--- src/rtl/mem_cmd_ctrl.sv ---
// Command front-end for a single-port RAM: in-order command FIFO, one-cycle
// RAM accesses, registered read responses, and an init sweep after reset.
module mem_cmd_ctrl #(
  parameter int unsigned ADDR_W     = 3,
  parameter int unsigned DATA_W     = 8,
  parameter int unsigned FIFO_DEPTH = 4,
  parameter logic [DATA_W-1:0] INIT_VALUE = '0
) (
  input  logic              clk,
  input  logic              rst,
  input  logic              cmd_valid,
  output logic              cmd_ready,
  input  logic              cmd_we,
  input  logic [ADDR_W-1:0] cmd_addr,
  input  logic [DATA_W-1:0] cmd_wdata,
  output logic              rsp_valid,
  input  logic              rsp_ready,
  output logic [DATA_W-1:0] rsp_rdata,
  output logic [ADDR_W-1:0] rsp_addr,
  output logic              init_done,
  output logic [ADDR_W-1:0] mem_addr,
  output logic              mem_en,
  output logic              mem_we,
  output logic [DATA_W-1:0] mem_din,
  input  logic [DATA_W-1:0] mem_dout
);

  localparam int unsigned PW = $clog2(FIFO_DEPTH);
  localparam int unsigned CW = PW + 1;
  localparam logic [CW-1:0]     FULL_COUNT = CW'(FIFO_DEPTH);
  localparam logic [ADDR_W:0]   SWEEP_END  = {1'b1, {ADDR_W{1'b0}}};

  typedef enum logic [2:0] {
    S_INIT,
    S_IDLE,
    S_EXEC,
    S_CAPTURE,
    S_RESP
  } state_t;

  state_t state_q, state_d;

  // FIFO storage and bookkeeping
  logic              fifo_we_q   [FIFO_DEPTH];
  logic [ADDR_W-1:0] fifo_addr_q [FIFO_DEPTH];
  logic [DATA_W-1:0] fifo_data_q [FIFO_DEPTH];
  logic [PW-1:0]     wr_ptr_q, rd_ptr_q;
  logic [CW-1:0]     count_q, count_d;
  logic              push, pop, fifo_nempty;

  // Registered outputs and internal state
  logic              cmd_ready_q, cmd_ready_d;
  logic              init_done_q, init_done_d;
  logic              rsp_valid_q, rsp_valid_d;
  logic [DATA_W-1:0] rsp_rdata_q, rsp_rdata_d;
  logic [ADDR_W-1:0] rsp_addr_q, rsp_addr_d;
  logic [ADDR_W-1:0] rd_addr_q, rd_addr_d;
  logic [ADDR_W-1:0] mem_addr_q, mem_addr_d;
  logic              mem_en_q, mem_en_d;
  logic              mem_we_q, mem_we_d;
  logic [DATA_W-1:0] mem_din_q, mem_din_d;
  logic [ADDR_W:0]   sweep_q, sweep_d;

  assign push        = cmd_valid & cmd_ready_q;
  assign fifo_nempty = (count_q != '0);

  // State register
  always_ff @(posedge clk or posedge rst) begin
    if (rst) state_q <= S_INIT;
    else     state_q <= state_d;
  end

  // Next-state logic
  always_comb begin
    state_d = state_q;
    case (state_q)
      S_INIT:    if (sweep_q == SWEEP_END) state_d = S_IDLE;
      S_IDLE:    if (fifo_nempty) state_d = S_EXEC;
      S_EXEC: begin
        if (!mem_we_q)        state_d = S_CAPTURE;
        else if (fifo_nempty) state_d = S_EXEC;
        else                  state_d = S_IDLE;
      end
      S_CAPTURE: state_d = S_RESP;
      S_RESP:    if (rsp_ready) state_d = S_IDLE;
      default:   state_d = S_INIT;
    endcase
  end

  // Output / datapath next values, including FIFO pop
  always_comb begin
    pop         = 1'b0;
    sweep_d     = sweep_q;
    init_done_d = init_done_q;
    rsp_valid_d = rsp_valid_q;
    rsp_rdata_d = rsp_rdata_q;
    rsp_addr_d  = rsp_addr_q;
    rd_addr_d   = rd_addr_q;
    mem_addr_d  = mem_addr_q;
    mem_en_d    = mem_en_q;
    mem_we_d    = mem_we_q;
    mem_din_d   = mem_din_q;
    case (state_q)
      S_INIT: begin
        if (sweep_q != SWEEP_END) begin
          mem_en_d   = 1'b1;
          mem_we_d   = 1'b1;
          mem_addr_d = sweep_q[ADDR_W-1:0];
          mem_din_d  = INIT_VALUE;
          sweep_d    = sweep_q + 1'b1;
        end else begin
          mem_en_d    = 1'b0;
          mem_we_d    = 1'b0;
          init_done_d = 1'b1;
        end
      end
      S_IDLE: begin
        mem_en_d = 1'b0;
        if (fifo_nempty) begin
          pop        = 1'b1;
          mem_en_d   = 1'b1;
          mem_we_d   = fifo_we_q[rd_ptr_q];
          mem_addr_d = fifo_addr_q[rd_ptr_q];
          mem_din_d  = fifo_data_q[rd_ptr_q];
        end
      end
      S_EXEC: begin
        if (mem_we_q) begin
          // Writes chain directly into the next queued command.
          if (fifo_nempty) begin
            pop        = 1'b1;
            mem_en_d   = 1'b1;
            mem_we_d   = fifo_we_q[rd_ptr_q];
            mem_addr_d = fifo_addr_q[rd_ptr_q];
            mem_din_d  = fifo_data_q[rd_ptr_q];
          end else begin
            mem_en_d = 1'b0;
            mem_we_d = 1'b0;
          end
        end else begin
          mem_en_d  = 1'b0;
          rd_addr_d = mem_addr_q;
        end
      end
      S_CAPTURE: begin
        rsp_valid_d = 1'b1;
        rsp_rdata_d = mem_dout;
        rsp_addr_d  = rd_addr_q;
      end
      S_RESP: begin
        if (rsp_ready) rsp_valid_d = 1'b0;
      end
      default: ;
    endcase
  end

  // FIFO occupancy and ready derived from next registered state
  always_comb begin
    count_d = count_q;
    case ({push, pop})
      2'b10:   count_d = count_q + CW'(1);
      2'b01:   count_d = count_q - CW'(1);
      default: count_d = count_q;
    endcase
    cmd_ready_d = init_done_d & (count_d != FULL_COUNT);
  end

  // Registered datapath, pointers and outputs
  always_ff @(posedge clk or posedge rst) begin
    if (rst) begin
      wr_ptr_q    <= '0;
      rd_ptr_q    <= '0;
      count_q     <= '0;
      cmd_ready_q <= 1'b0;
      init_done_q <= 1'b0;
      rsp_valid_q <= 1'b0;
      rsp_rdata_q <= '0;
      rsp_addr_q  <= '0;
      rd_addr_q   <= '0;
      mem_addr_q  <= '0;
      mem_en_q    <= 1'b0;
      mem_we_q    <= 1'b0;
      mem_din_q   <= '0;
      sweep_q     <= '0;
    end else begin
      if (push) wr_ptr_q <= wr_ptr_q + 1'b1;
      if (pop)  rd_ptr_q <= rd_ptr_q + 1'b1;
      count_q     <= count_d;
      cmd_ready_q <= cmd_ready_d;
      init_done_q <= init_done_d;
      rsp_valid_q <= rsp_valid_d;
      rsp_rdata_q <= rsp_rdata_d;
      rsp_addr_q  <= rsp_addr_d;
      rd_addr_q   <= rd_addr_d;
      mem_addr_q  <= mem_addr_d;
      mem_en_q    <= mem_en_d;
      mem_we_q    <= mem_we_d;
      mem_din_q   <= mem_din_d;
      sweep_q     <= sweep_d;
    end
  end

  // FIFO storage write on accepted command
  always_ff @(posedge clk) begin
    if (push) begin
      fifo_we_q[wr_ptr_q]   <= cmd_we;
      fifo_addr_q[wr_ptr_q] <= cmd_addr;
      fifo_data_q[wr_ptr_q] <= cmd_wdata;
    end
  end

  assign cmd_ready = cmd_ready_q;
  assign init_done = init_done_q;
  assign rsp_valid = rsp_valid_q;
  assign rsp_rdata = rsp_rdata_q;
  assign rsp_addr  = rsp_addr_q;
  assign mem_addr  = mem_addr_q;
  assign mem_en    = mem_en_q;
  assign mem_we    = mem_we_q;
  assign mem_din   = mem_din_q;

endmodule

--- config.mk ---
export PLATFORM = sky130hd
export DESIGN_NAME = mem_cmd_ctrl
export DESIGN_NICKNAME = d
export VERILOG_FILES = /design/src/rtl/mem_cmd_ctrl.sv
export SDC_FILE = /design/constraint.sdc
export NUM_CORES = 1
export LEC_CHECK = 0
export BUFFER_PORTS_ARGS = -buffer_cell sky130_fd_sc_hd__buf_4
export CAP_MARGIN = 10
export CORE_UTILIZATION = 55
export CTS_BUF_LIST = sky130_fd_sc_hd__clkbuf_4 sky130_fd_sc_hd__clkbuf_8
export CTS_CLUSTER_DIAMETER = 200
export DETAILED_ROUTE_END_ITERATION = 16
export PLACE_DENSITY = 0.76
export SYNTH_ARGS = -nofsm -noshare
export SYNTH_HDL_FRONTEND = slang
export SYNTH_SLANG_ARGS = --single-unit
--- constraint.sdc ---
create_clock -name clk -period 4.95 [get_ports clk]
set_input_delay 1.2375 -clock clk [delete_from_list [all_inputs] [get_ports clk]]
set_output_delay 1.2375 -clock clk [all_outputs]
set_load 0.02 [all_outputs]
==> results.env, run 1 <==
CTS_ROOT_BUF='clkbuf_8'
DIE_WIDTH_MICRONS=86.2
FINAL-HOLD-VIOLATION-COUNT=0
TRITONCTS='done'
COMBPWRFRAC=0.389
PORT_BUFFERS=50
DETAIL_ROUTE.DRC_VIOLATIONS=0
WORST_SKEW_PAIR.LATE_LATENCY_PS=360
DOMINANTREGCELLSYNTH='edfxtp_1'
CRITICAL_PATH.MAX_FANOUT=12
SYNTH.AREA.MUX_SHARE=0.171
WORST_SLEW_MARGIN_REL=0.440
PEAKVDDDROP_uV=256
CTS_INSERTED_BUFFERS=9
FINAL.SETUP.TNS_PS=0
VIAS_PER_CELL=5.36
SYNTHARSTFLOPSHARE=0.478
SYNTHXORXNORAREAFRAC=0.0180
GRT_MAX_DEGREE=45
LEAKAGEPOWER_nW=1.88
POWER_DENSITY_mW_PER_MM2=613
INITIAL_CORE_UTIL=0.571
HOLD_BUFFERS=0
TIMING.SETUP.CRITICAL_PATH_CLASS='reg -> reg'
GRT_USAGE=0.184
TIMING.FINAL.SETUP_VIOLATIONS=0
GP_CONGESTION=0.833
RESULT_OF_THE_RUN='finished clean'
CTS.CLK_SLEW.WORST_PATHS_PS=100
SYNTH.DISTINCT_CELLS=41
SHARE_OF_THE_CLOCK_PERIOD_USED_BY_THE_WORST_PATH_AFTER_LAYOUT=0.557
YOSYS.AREA.TOP_TYPE='edfxtp_1'
FILL_CELLS=500
NETSWITCHINGPOWER_uW=972
AVGSYNTHCELLAREA_SQ_UM=16.6
FIRSTDRTPASSITERS=4
FINAL.HOLD.WORST_SLACK_PS=494
ARRIVAL_PS=2990
SYNTH-COMPOUND-AREA-SHARE=0.0353
DETAILEDROUTE.FIRSTITERATIONVIOLATIONS=99
WORST_SLEW_PIN_SLEW_PS=839
DIE_AREA_SQ_MM=0.00743
DRIVE_ABOVE_1_SHARE=0.386
DIE_H_MICRONS=86.2
SYNTH_AREA_SQ_MM=0.00390
POWER.SHARE.SEQUENTIAL=0.444
OVERALL_VIA_COUNT_FROM_DETAIL_ROUTE=2085
SETUP_REPAIR_AFTER_GLOBAL_ROUTING_MISSED_ITS_MARGIN='no'
DRT.ANTENNA.VIOLATING_NETS=0
LAYOUT.CORE_UTILIZATION=0.661
TIMING_MAX_TRANSITION_VIOLATIONS_FINAL=0
POST_CTS_BUFFERS=0
CLOCK-SKEW-FINAL_PS=19.7
ANTENNA_VIOLATIONS_BEFORE_REPAIR=0
HOLD_PATH.CLASS='reg -> reg'
SYN_NETS=267
HPWL_MM=4.39
SYNTH-SEQ-CELLS=92
HIGHEST_CLOCK_FREQUENCY_THE_DESIGN_CAN_MEET_MHz=363
DETAIL_ROUTE.WIRELENGTH_MM=6.39
CAP_VIOL_MAX_COUNT=0
SYNTH_SEQ_AREA_SHARE=0.652
CLOCK_BUFFER_DEPTH=2
SYNTH_EDF_COUNT=48
CTS.REPAIR.RESIZED=0
N_ANTENNA_CELL=0
SWITCHING_SHARE=0.351
POSTSYNTHCELLCOUNT=235
CRITPATHCAPTURETYPE='flip-flop'
NUM_IO_PINS=51
SYN_TO_FINAL_GROWTH_PCT=15.8
CLOCK_SINKS=92
POWER_REPORT.INTERNAL_TOTAL_mW=1.80
SYNTH_TOP_FAMILY_BY_AREA='multiplexers'
CTSHTREEMAXLEVEL=3
VIA_COUNT_OF_THE_FIRST_GLOBAL_ROUTING_PASS=2021
POST-SYNTH-TOP-AREA-FRACTION=0.370
SYNTH_SIMPLE_GATE_AREA_FRAC=0.0699
NNETSFINAL=320
SYNTH.CELLS.MOST_FREQUENT='48 x edfxtp_1, 44 x dfrtp_1, 20 x mux2_2, 12 x mux4_2'
FIRST_PASS_GRT_WIRE_LENGTH_MM=9.99
SYNTHADDERAREAFRAC=0.0276
ROUTEDWLPERCELL_MICRONS=16.4
CRIT_REQUIRED_PS=5180
CRITPATHLAUNCHTYPE='flip-flop'
SYNTH-WARNING-COUNT=0
ROWS=30
COUNT_LEADER_SYNTH='edfxtp_1'
CORE_SQ_MM=0.00683
OVERFLOW=0
SYNTHTOPCELLSBYAREA='edfxtp_1 37%, dfrtp_1 28%, mux4_2 6.9%'
POWER_FRAC_CLOCK=0.167
POST-ROUTE-MIN-PERIOD_PS=2760
[critical path: stages, from the launching register on]
cell	delay [ps]
dfrtp_1	540
nand3b_1	230
a211oi_1	550
ha_1	290
inv_1	60
fa_1	370
xor2_1	150
nor2_1	110
xor2_1	200
a21boi_0	130
[per-layer routing]
metal / vias to the layer above / GRT usage / share of wire
met1: 1036 / 0.234 / 0.44
met4: 0 / 0.0652 / 0.0081
li1: 979 / - / -
met3: 4 / 0.0552 / 0.057
met5: - / 0 / 0
met2: 66 / 0.305 / 0.50
[final cells by class]
type	count	area, sq um	area share
Inverter	10	37.5	0.00831
Sequential cell	92	2540	0.563
Clock buffer	9	124	0.0274
Tap cell	96	120	0.0266
Timing Repair Buffer	51	383	0.0847
Multi-Input combinational cell	124	1250	0.277
Clock inverter	7	57.6	0.0127
[power by group through the flow]
stage	Sequential, mW	Combinational, mW	Clock, mW
floorplan	1.24	0.803	0
global placement	1.23	1.05	0
detailed placement	1.25	1.09	0
CTS	1.23	1.09	0.474
global route	1.26	1.17	0.504
finish	1.23	1.08	0.461
[cells in the final DEF (no fill, tap or decap), drive strengths merged, types with 4 or more instances in the layout]
master / n
nor2: 6
a21oi: 5
clkbuf: 9
mux4: 12
edfxtp: 48
dfrtp: 44
and2b: 8
inv: 13
buf: 51
o21ai: 4
and3: 4
mux2: 30
ha: 7
xnor2: 5
nand2: 10
[sequential cells by signal, indices dropped and copies added, names as in the netlist, 3 cells and up]
name	flops
mem_addr	3
rsp_rdata	8
sweep_q	4
rd_addr_q	3
state_q	3
count_q	3
rsp_addr	3
fifo_addr_q	12
fifo_data_q	32
fifo_we_q	4
mem_din	8
[cells by family (layout without fill, tap and decap cells)]
logic type	after synthesis	in the layout
buf+inv	19	77
compound gates	20	20
mux	44	44
xor+xnor	8	8
flops	92	92
fa+ha+maj	8	8
simple gates	44	44
[through the flow]
stage	instances	power, mW	area, sq um	setup slack, ps
detailed placement	373	2.33	4340	2090
global route	389	2.94	4520	1940
CTS	389	2.80	4520	2180
finish	389	2.77	4520	2190
global placement	373	2.28	4340	2210
floorplan	235	2.05	3900	2380
[worst paths after layout]
check | from | slack [ps] | end | depth (start not counted)
hold reg to reg | sweep_q[3]$_DFFE_PP0P_ | 490 | sweep_q[3]$_DFFE_PP0P_ | 1
setup / recovery | state_q[0]$_DFFE_PP0P_ | 2190 | cmd_ready$_DFF_PP0_ | 9
setup reg to reg | state_q[0]$_DFFE_PP0P_ | 2190 | cmd_ready$_DFF_PP0_ | 9
min in group asynchronous | rst | 1010 | rsp_rdata[4]$_DFFE_PP0P_ | 3
max in group asynchronous | rst | 3560 | mem_we$_DFFE_PP0P_ | 3
hold / removal | sweep_q[3]$_DFFE_PP0P_ | 490 | sweep_q[3]$_DFFE_PP0P_ | 1
Note: power is estimated with default switching activity, not from simulation.
==> run 2, diff against run 1 <==
--- a/config.mk
+++ b/config.mk
@@ -5,13 +5,14 @@
 export SDC_FILE = /design/constraint.sdc
 export NUM_CORES = 1
 export LEC_CHECK = 0
+export ABC_AREA = 1
 export BUFFER_PORTS_ARGS = -buffer_cell sky130_fd_sc_hd__buf_4
 export CAP_MARGIN = 10
 export CORE_UTILIZATION = 55
 export CTS_BUF_LIST = sky130_fd_sc_hd__clkbuf_4 sky130_fd_sc_hd__clkbuf_8
 export CTS_CLUSTER_DIAMETER = 200
 export DETAILED_ROUTE_END_ITERATION = 16
-export PLACE_DENSITY = 0.76
+export PLACE_DENSITY = 0.75
 export SYNTH_ARGS = -nofsm -noshare
 export SYNTH_HDL_FRONTEND = slang
 export SYNTH_SLANG_ARGS = --single-unit
==> constraint.sdc (replaced) <==
create_clock -name clk -period 2.8 [get_ports clk]
set_input_delay 0.7 -clock clk [delete_from_list [all_inputs] [get_ports clk]]
set_output_delay 0.7 -clock clk [all_outputs]
set_load 0.02 [all_outputs]
==> results.env, run 2 <==
DRT.ANTENNA.VIOLATING_NETS=0
CPMOSTUSEDCELL='nand2_1'
FIRSTDRTPASSITERS=5
OVERFLOW=0
ROWS=30
HOLD_BUFFERS=0
N_ANTENNA_CELL=0
OVERALL_VIA_COUNT_FROM_DETAIL_ROUTE=2699
DETAILEDROUTE.FIRSTITERATIONVIOLATIONS=171
RESULT_OF_THE_RUN='finished clean'
POST_CTS_BUFFERS=0
POSTSYNTHCELLCOUNT=385
SHARE_OF_THE_CLOCK_PERIOD_USED_BY_THE_WORST_PATH_AFTER_LAYOUT=0.801
CPLARGESTDELAYFAMILY='simple AND/OR/NAND/NOR gates'
GRT_USAGE=0.217
HPWL_MM=4.92
SYNTH-SEQ-CELLS=92
SYNTHARSTFLOPSHARE=0.478
R2R_SLACK_PS=560
ARRIVAL_PS=2500
TIMING_MAX_TRANSITION_VIOLATIONS_FINAL=0
ANTENNA_VIOLATIONS_BEFORE_REPAIR=0
CTS.REPAIR.RESIZED=0
DETAIL_ROUTE.DRC_VIOLATIONS=0
SYNTH.CELLS.MOST_FREQUENT='119 x nand2_1, 48 x edfxtp_1, 44 x dfrtp_1, 42 x inv_1, 29 x o21ai_0'
CAP_VIOL_MAX_COUNT=0
CRITPATHCAPTURETYPE='flip-flop'
HOLD_PATH.CLASS='in -> async'
SYNTHTOPCELLSBYAREA='edfxtp_1 37%, dfrtp_1 28%, nand2_1 11%'
VIAS_PER_CELL=4.97
CRIT_REQUIRED_PS=3060
TRITONCTS='done'
FINAL.SETUP.TNS_PS=0
FILL_CELLS=548
GRT_MAX_DEGREE=26
CRITPATHLAUNCHTYPE='flip-flop'
SYNTH.DISTINCT_CELLS=23
TIMING.CRITICAL_PATH.CELLS='nor2_1, nand2_1, nand2_1, nand2_1, inv_1, ha_1, inv_1, fa_1, inv_1, nand2_1, nand3_1, xor2_1, a21oi_1'
LAYOUT_COMMON_CELLS='119 x nand2_1, 58 x buf_4, 48 x edfxtp_1, 44 x dfrtp_1, 41 x inv_1'
POST-ROUTE-MIN-PERIOD_PS=2240
AVGSYNTHCELLAREA_SQ_UM=10.3
POST-SYNTH-TOP-AREA-FRACTION=0.365
CPPEAKSTAGEDELAY_PS=480
TIMING.FINAL.SETUP_VIOLATIONS=0
PORT_BUFFERS=50
SYNTH_AREA_SQ_MM=0.00395
WORST_SKEW_PAIR.LATE_LATENCY_PS=370
WORST_SLEW_MARGIN_REL=0.469
COMMONEST_NON_FILL_NON_TAP_CELL_IN_THE_LAYOUT='nand2_1'
VIA_COUNT_OF_THE_FIRST_GLOBAL_ROUTING_PASS=2598
CLOCK-SKEW-FINAL_PS=8.25
CRITICAL-PATH-SLOWEST-CELL='dfrtp_1'
CTSHTREEMAXLEVEL=3
WORST_SLEW_PIN_SLEW_PS=792
CLOCK_BUFFER_DEPTH=2
NUM_IO_PINS=51
TIMING.FINAL.WS_SETUP_PS=559
SYNTH_EDF_COUNT=48
DRIVE_ABOVE_1_SHARE=0.210
CRITICAL_PATH.MAX_FANOUT=7
PEAKVDDDROP_uV=412
CRITICAL_PATH.N_BUFFERS_INVERTERS=3
COUNT_LEADER_SYNTH='nand2_1'
HIGHEST_CLOCK_FREQUENCY_THE_DESIGN_CAN_MEET_MHz=446
POWER_DENSITY_mW_PER_MM2=1080
FINAL-HOLD-VIOLATION-COUNT=0
SYN_NETS=417
YOSYS.AREA.TOP_TYPE='edfxtp_1'
CTS_INSERTED_BUFFERS=9
SYNTH-WARNING-COUNT=0
MAX_FLOP_REGISTER='fifo_data_q'
DIE_AREA_SQ_MM=0.00752
MAX_FFS_PER_REGISTER=32
INITIAL_CORE_UTIL=0.575
TIMING.SETUP.CRITICAL_PATH_CLASS='reg -> reg'
CLOCK_SINKS=92
CORE_SQ_MM=0.00687
GP_CONGESTION=0.790
CTS.CLK_SLEW.WORST_PATHS_PS=100
DIE_WIDTH_MICRONS=86.7
LEAKAGEPOWER_nW=2.18
REG.LARGEST.LIST='fifo_data_q x32, fifo_addr_q x12'
NNETSFINAL=474
ROUTEDWLPERCELL_MICRONS=13.2
CTS_ROOT_BUF='clkbuf_8'
SETUP_REPAIR_AFTER_GLOBAL_ROUTING_MISSED_ITS_MARGIN='no'
SYN_TO_FINAL_GROWTH_PCT=17.3
DIE_H_MICRONS=86.7
FIRST_PASS_GRT_WIRE_LENGTH_MM=12.2
SYNTH_SEQ_AREA_SHARE=0.644
DETAIL_ROUTE.WIRELENGTH_MM=7.16
DOMINANTREGCELLSYNTH='edfxtp_1'
DP_SLACK_PS=490
run 2: area by class of cell:
cell class / instances / area (sq um) / area share
clock buffers: 9 / 124 / 0.0268
clock inverters: 7 / 71.3 / 0.0154
inverters: 46 / 173 / 0.0373
multi-input cells: 235 / 1160 / 0.251
flip-flops and latches: 92 / 2540 / 0.549
well taps: 96 / 120 / 0.0259
repair buffers: 58 / 435 / 0.0941
run 2: logic make-up after synthesis:
family          Yosys count  synth area share
simple gates            175             0.182
flops                    92             0.644
buf+inv                  58            0.0612
compound gates           37            0.0469
mux                       8            0.0228
fa+ha+maj                 8            0.0273
xor+xnor                  7            0.0155
run 2: metrics by stage:
step / utilization / cell area [sq um] / hold slack [ps] / power, mW / cells
after floorplan: - / 3950 / 466 / 3.57 / 385
after detailed placement: 0.646 / 4430 / 471 / 4.15 / 527
after CTS: 0.674 / 4630 / 396 / 5.02 / 543
after global placement: 0.646 / 4430 / 467 / 4.07 / 527
after global routing: 0.674 / 4630 / 421 / 5.40 / 543
final: 0.674 / 4630 / 380 / 4.99 / 543
run 2: report_power, final:
group          internal, mW  switching (mW)
Sequential             1.81           0.210
Combinational         0.739            1.36
Clock                 0.354           0.519
Total                  2.90            2.09
run 2: path summary, 6_finish.rpt:
check | start | to | cells after the start
worst min register to register | mem_din[1]$_DFFE_PP0P_ | mem_din[1]$_DFFE_PP0P_ | 2
worst min-delay path | rst | rsp_rdata[5]$_DFFE_PP0P_ | 2
max in group asynchronous | rst | count_q[0]$_DFF_PP0_ | 3
min in group clk | mem_din[1]$_DFFE_PP0P_ | mem_din[1]$_DFFE_PP0P_ | 2
worst max register to register | state_q[1]$_DFFE_PP0P_ | cmd_ready$_DFF_PP0_ | 13
worst max-delay path | state_q[1]$_DFFE_PP0P_ | cmd_ready$_DFF_PP0_ | 13
run 2: routing by layer:
metal,track usage,part of all wire
met1,0.287,0.44
met2,0.347,0.49
met3,0.0543,0.051
met4,0.0848,0.019
met5,0,0
==> run 3, diff against run 2 <==
==> constraint.sdc (replaced) <==
create_clock -name clk -period 2.3 [get_ports clk]
set_input_delay 0.575 -clock clk [delete_from_list [all_inputs] [get_ports clk]]
set_output_delay 0.575 -clock clk [all_outputs]
set_load 0.02 [all_outputs]
==> results.env, run 3 (synthesis gave the netlist of run 2 again) <==
MULTI_INPUT_COMB_AREA_SQ_MM=0.00118
GRT_MAX_DEGREE=45
CRITPATHCAPTURETYPE='flip-flop'
HOLD_BUFFERS=0
CAP_VIOL_MAX_COUNT=0
FF2FF_PATH_DEPTH=13
DETAIL_ROUTE.WIRELENGTH_MM=7.17
LAYOUT_COMMON_CELLS='117 x nand2_1, 62 x buf_4, 48 x edfxtp_1, 41 x dfrtp_1, 40 x inv_1'
OVERFLOW=0
TIMING.CRITICAL_PATH.CELLS='inv_4, nand4_1, nand2_2, nand2_1, inv_2, ha_1, inv_1, fa_1, inv_1, nand2_1, nand3_1, xor2_2, a21oi_1'
FILL_CELLS=538
HIGHEST_CLOCK_FREQUENCY_THE_DESIGN_CAN_MEET_MHz=471
GP_CONGESTION=0.849
CLOCK-SKEW-FINAL_PS=7.99
ANTENNA_VIOLATIONS_BEFORE_REPAIR=0
MAX_FLOP_REGISTER='fifo_data_q'
FIRSTDRTPASSITERS=4
DETAILEDROUTE.FIRSTITERATIONVIOLATIONS=143
WORST_SKEW_PAIR.LATE_LATENCY_PS=360
ROWS=30
OVERALL_VIA_COUNT_FROM_DETAIL_ROUTE=2766
CORE_SQ_MM=0.00687
CRITICAL_PATH.MAX_FANOUT=5
TIMING.FINAL.SETUP_VIOLATIONS=0
VIA_COUNT_OF_THE_FIRST_GLOBAL_ROUTING_PASS=2648
DRT.ANTENNA.VIOLATING_NETS=0
DIE_H_MICRONS=86.7
FINAL-HOLD-VIOLATION-COUNT=0
TRITONCTS='done'
ROUTEDWLPERCELL_MICRONS=13.1
NNETSFINAL=478
COMMONEST_NON_FILL_NON_TAP_CELL_IN_THE_LAYOUT='nand2_1'
PORT_BUFFERS=50
CRITICAL_PATH.N_BUFFERS_INVERTERS=4
CLOCK_BUFFER_DEPTH=2
DIE_WIDTH_MICRONS=86.7
POST-ROUTE-MIN-PERIOD_PS=2120
SEQUENTIAL_CELL_AREA_SQ_MM=0.00255
TIMING_MAX_TRANSITION_VIOLATIONS_FINAL=0
N_ANTENNA_CELL=0
REG.LARGEST.LIST='fifo_data_q x32, fifo_addr_q x12'
SHARE_OF_THE_CLOCK_PERIOD_USED_BY_THE_WORST_PATH_AFTER_LAYOUT=0.922
R2R_SLACK_PS=180
HPWL_MM=4.77
CPPEAKSTAGEDELAY_PS=460
FIRST_PASS_GRT_WIRE_LENGTH_MM=12.1
CTS_ROOT_BUF='clkbuf_8'
WORST_SLEW_MARGIN_REL=0.535
GRT_USAGE=0.215
VIAS_PER_CELL=5.06
HOLD_PATH.CLASS='in -> async'
RESULT_OF_THE_RUN='finished clean'
WORST_SLEW_PIN_SLEW_PS=693
CRIT-REG2REG-CAPTURE='cmd_ready$_DFF_PP0_'
CTS.CLK_SLEW.WORST_PATHS_PS=100
PEAKVDDDROP_uV=511
POWER_DENSITY_mW_PER_MM2=1320
CTS_INSERTED_BUFFERS=9
INITIAL_CORE_UTIL=0.575
TIMING.SETUP.CRITICAL_PATH_CLASS='reg -> reg'
FINAL.SETUP.TNS_PS=0
DIE_AREA_SQ_MM=0.00752
DETAIL_ROUTE.DRC_VIOLATIONS=0
SYN_TO_FINAL_GROWTH_PCT=18.5
CRIT_REQUIRED_PS=2550
CRITICAL-PATH-SLOWEST-CELL='dfrtp_2'
DPL-INSTANCE-AREA_SQ_MM=0.00444
CTSHTREEMAXLEVEL=3
CPLARGESTDELAYFAMILY='adder cells'
TIMING.RR.START='state_q[2]$_DFFE_PP0P_'
NUM_IO_PINS=51
FINAL_DESIGN_AREA_NO_FILL_SQ_MM=0.00468
SETUP_REPAIR_AFTER_GLOBAL_ROUTING_MISSED_ITS_MARGIN='no'
LEAKAGEPOWER_nW=2.19
CLOCK_SINKS=92
ARRIVAL_PS=2370
DRIVE_ABOVE_1_SHARE=0.235
CRITPATHLAUNCHTYPE='flip-flop'
MAX_FFS_PER_REGISTER=32
-- run 3: cell count changes in the layout (fill, tap and decap cells not counted), sizes merged --
cell      delta
buf          +4
clkinvlp     +1
inv          -1
-- run 3: worst max path at each step --
stage / start / to / slack, ps / cells past startpoint
after floorplan: state_q[1]$_DFFE_PP0P_ / cmd_ready$_DFF_PP0_ / 290 / 14
after global placement: state_q[1]$_DFFE_PP0P_ / cmd_ready$_DFF_PP0_ / 220 / 13
after detailed placement: state_q[1]$_DFFE_PP0P_ / cmd_ready$_DFF_PP0_ / 70 / 13
after CTS: state_q[1]$_DFFE_PP0P_ / cmd_ready$_DFF_PP0_ / 70 / 13
after global routing: state_q[2]$_DFFE_PP0P_ / cmd_ready$_DFF_PP0_ / 10 / 13
final: state_q[2]$_DFFE_PP0P_ / cmd_ready$_DFF_PP0_ / 180 / 13
-- run 3: worst min-delay path: stages --
cell	delay [ps]
buf_4	110
clkinv_1	30
buf_4	450
-- run 3: stage by stage --
| step | hold WS, ps | utilization | setup WS, ps | power (mW) | std cells |
|---|---|---|---|---|---|
| floorplan | 466 | - | 292 | 4.35 | 385 |
| global placement | 466 | 0.647 | 224 | 4.98 | 528 |
| detailed placement | 470 | 0.647 | 72.8 | 5.08 | 528 |
| CTS | 351 | 0.674 | 66.2 | 6.12 | 544 |
| global route | 388 | 0.681 | 11.0 | 6.66 | 547 |
| finish | 345 | 0.681 | 179 | 6.16 | 547 |
-- run 3: cell type report --
type,count,share of cell area
flip-flops and latches,92,0.544
clock buffers,9,0.0265
well taps,96,0.0257
inverters,46,0.0375
multi-input cells,235,0.252
clock inverters,7,0.0144
repair buffers,62,0.0995
-- run 3: what timing repair did --
| item | 4_1_cts | 5_1_grt |
|---|---|---|
| buffers inserted | 0 | 3 |
| setup endpoints to repair | 0 | 2 |
| gates resized for setup | 0 | 9 |
-- run 3: routing by layer --
layer	GRT usage	vias to the layer above	part of all wire
li1	-	1355	-
met1	0.281	1308	0.44
met2	0.352	93	0.48
met3	0.0543	10	0.069
met4	0.0727	0	0.014
met5	0	-	0
-- run 3: power by group --
| part | leakage, nW | internal [mW] | switching (mW) |
|---|---|---|---|
| clock network | 0.0958 | 0.423 | 0.621 |
| registers | 0.978 | 2.21 | 0.226 |
| logic | 1.11 | 0.963 | 1.71 |
| total | 2.19 | 3.60 | 2.56 |
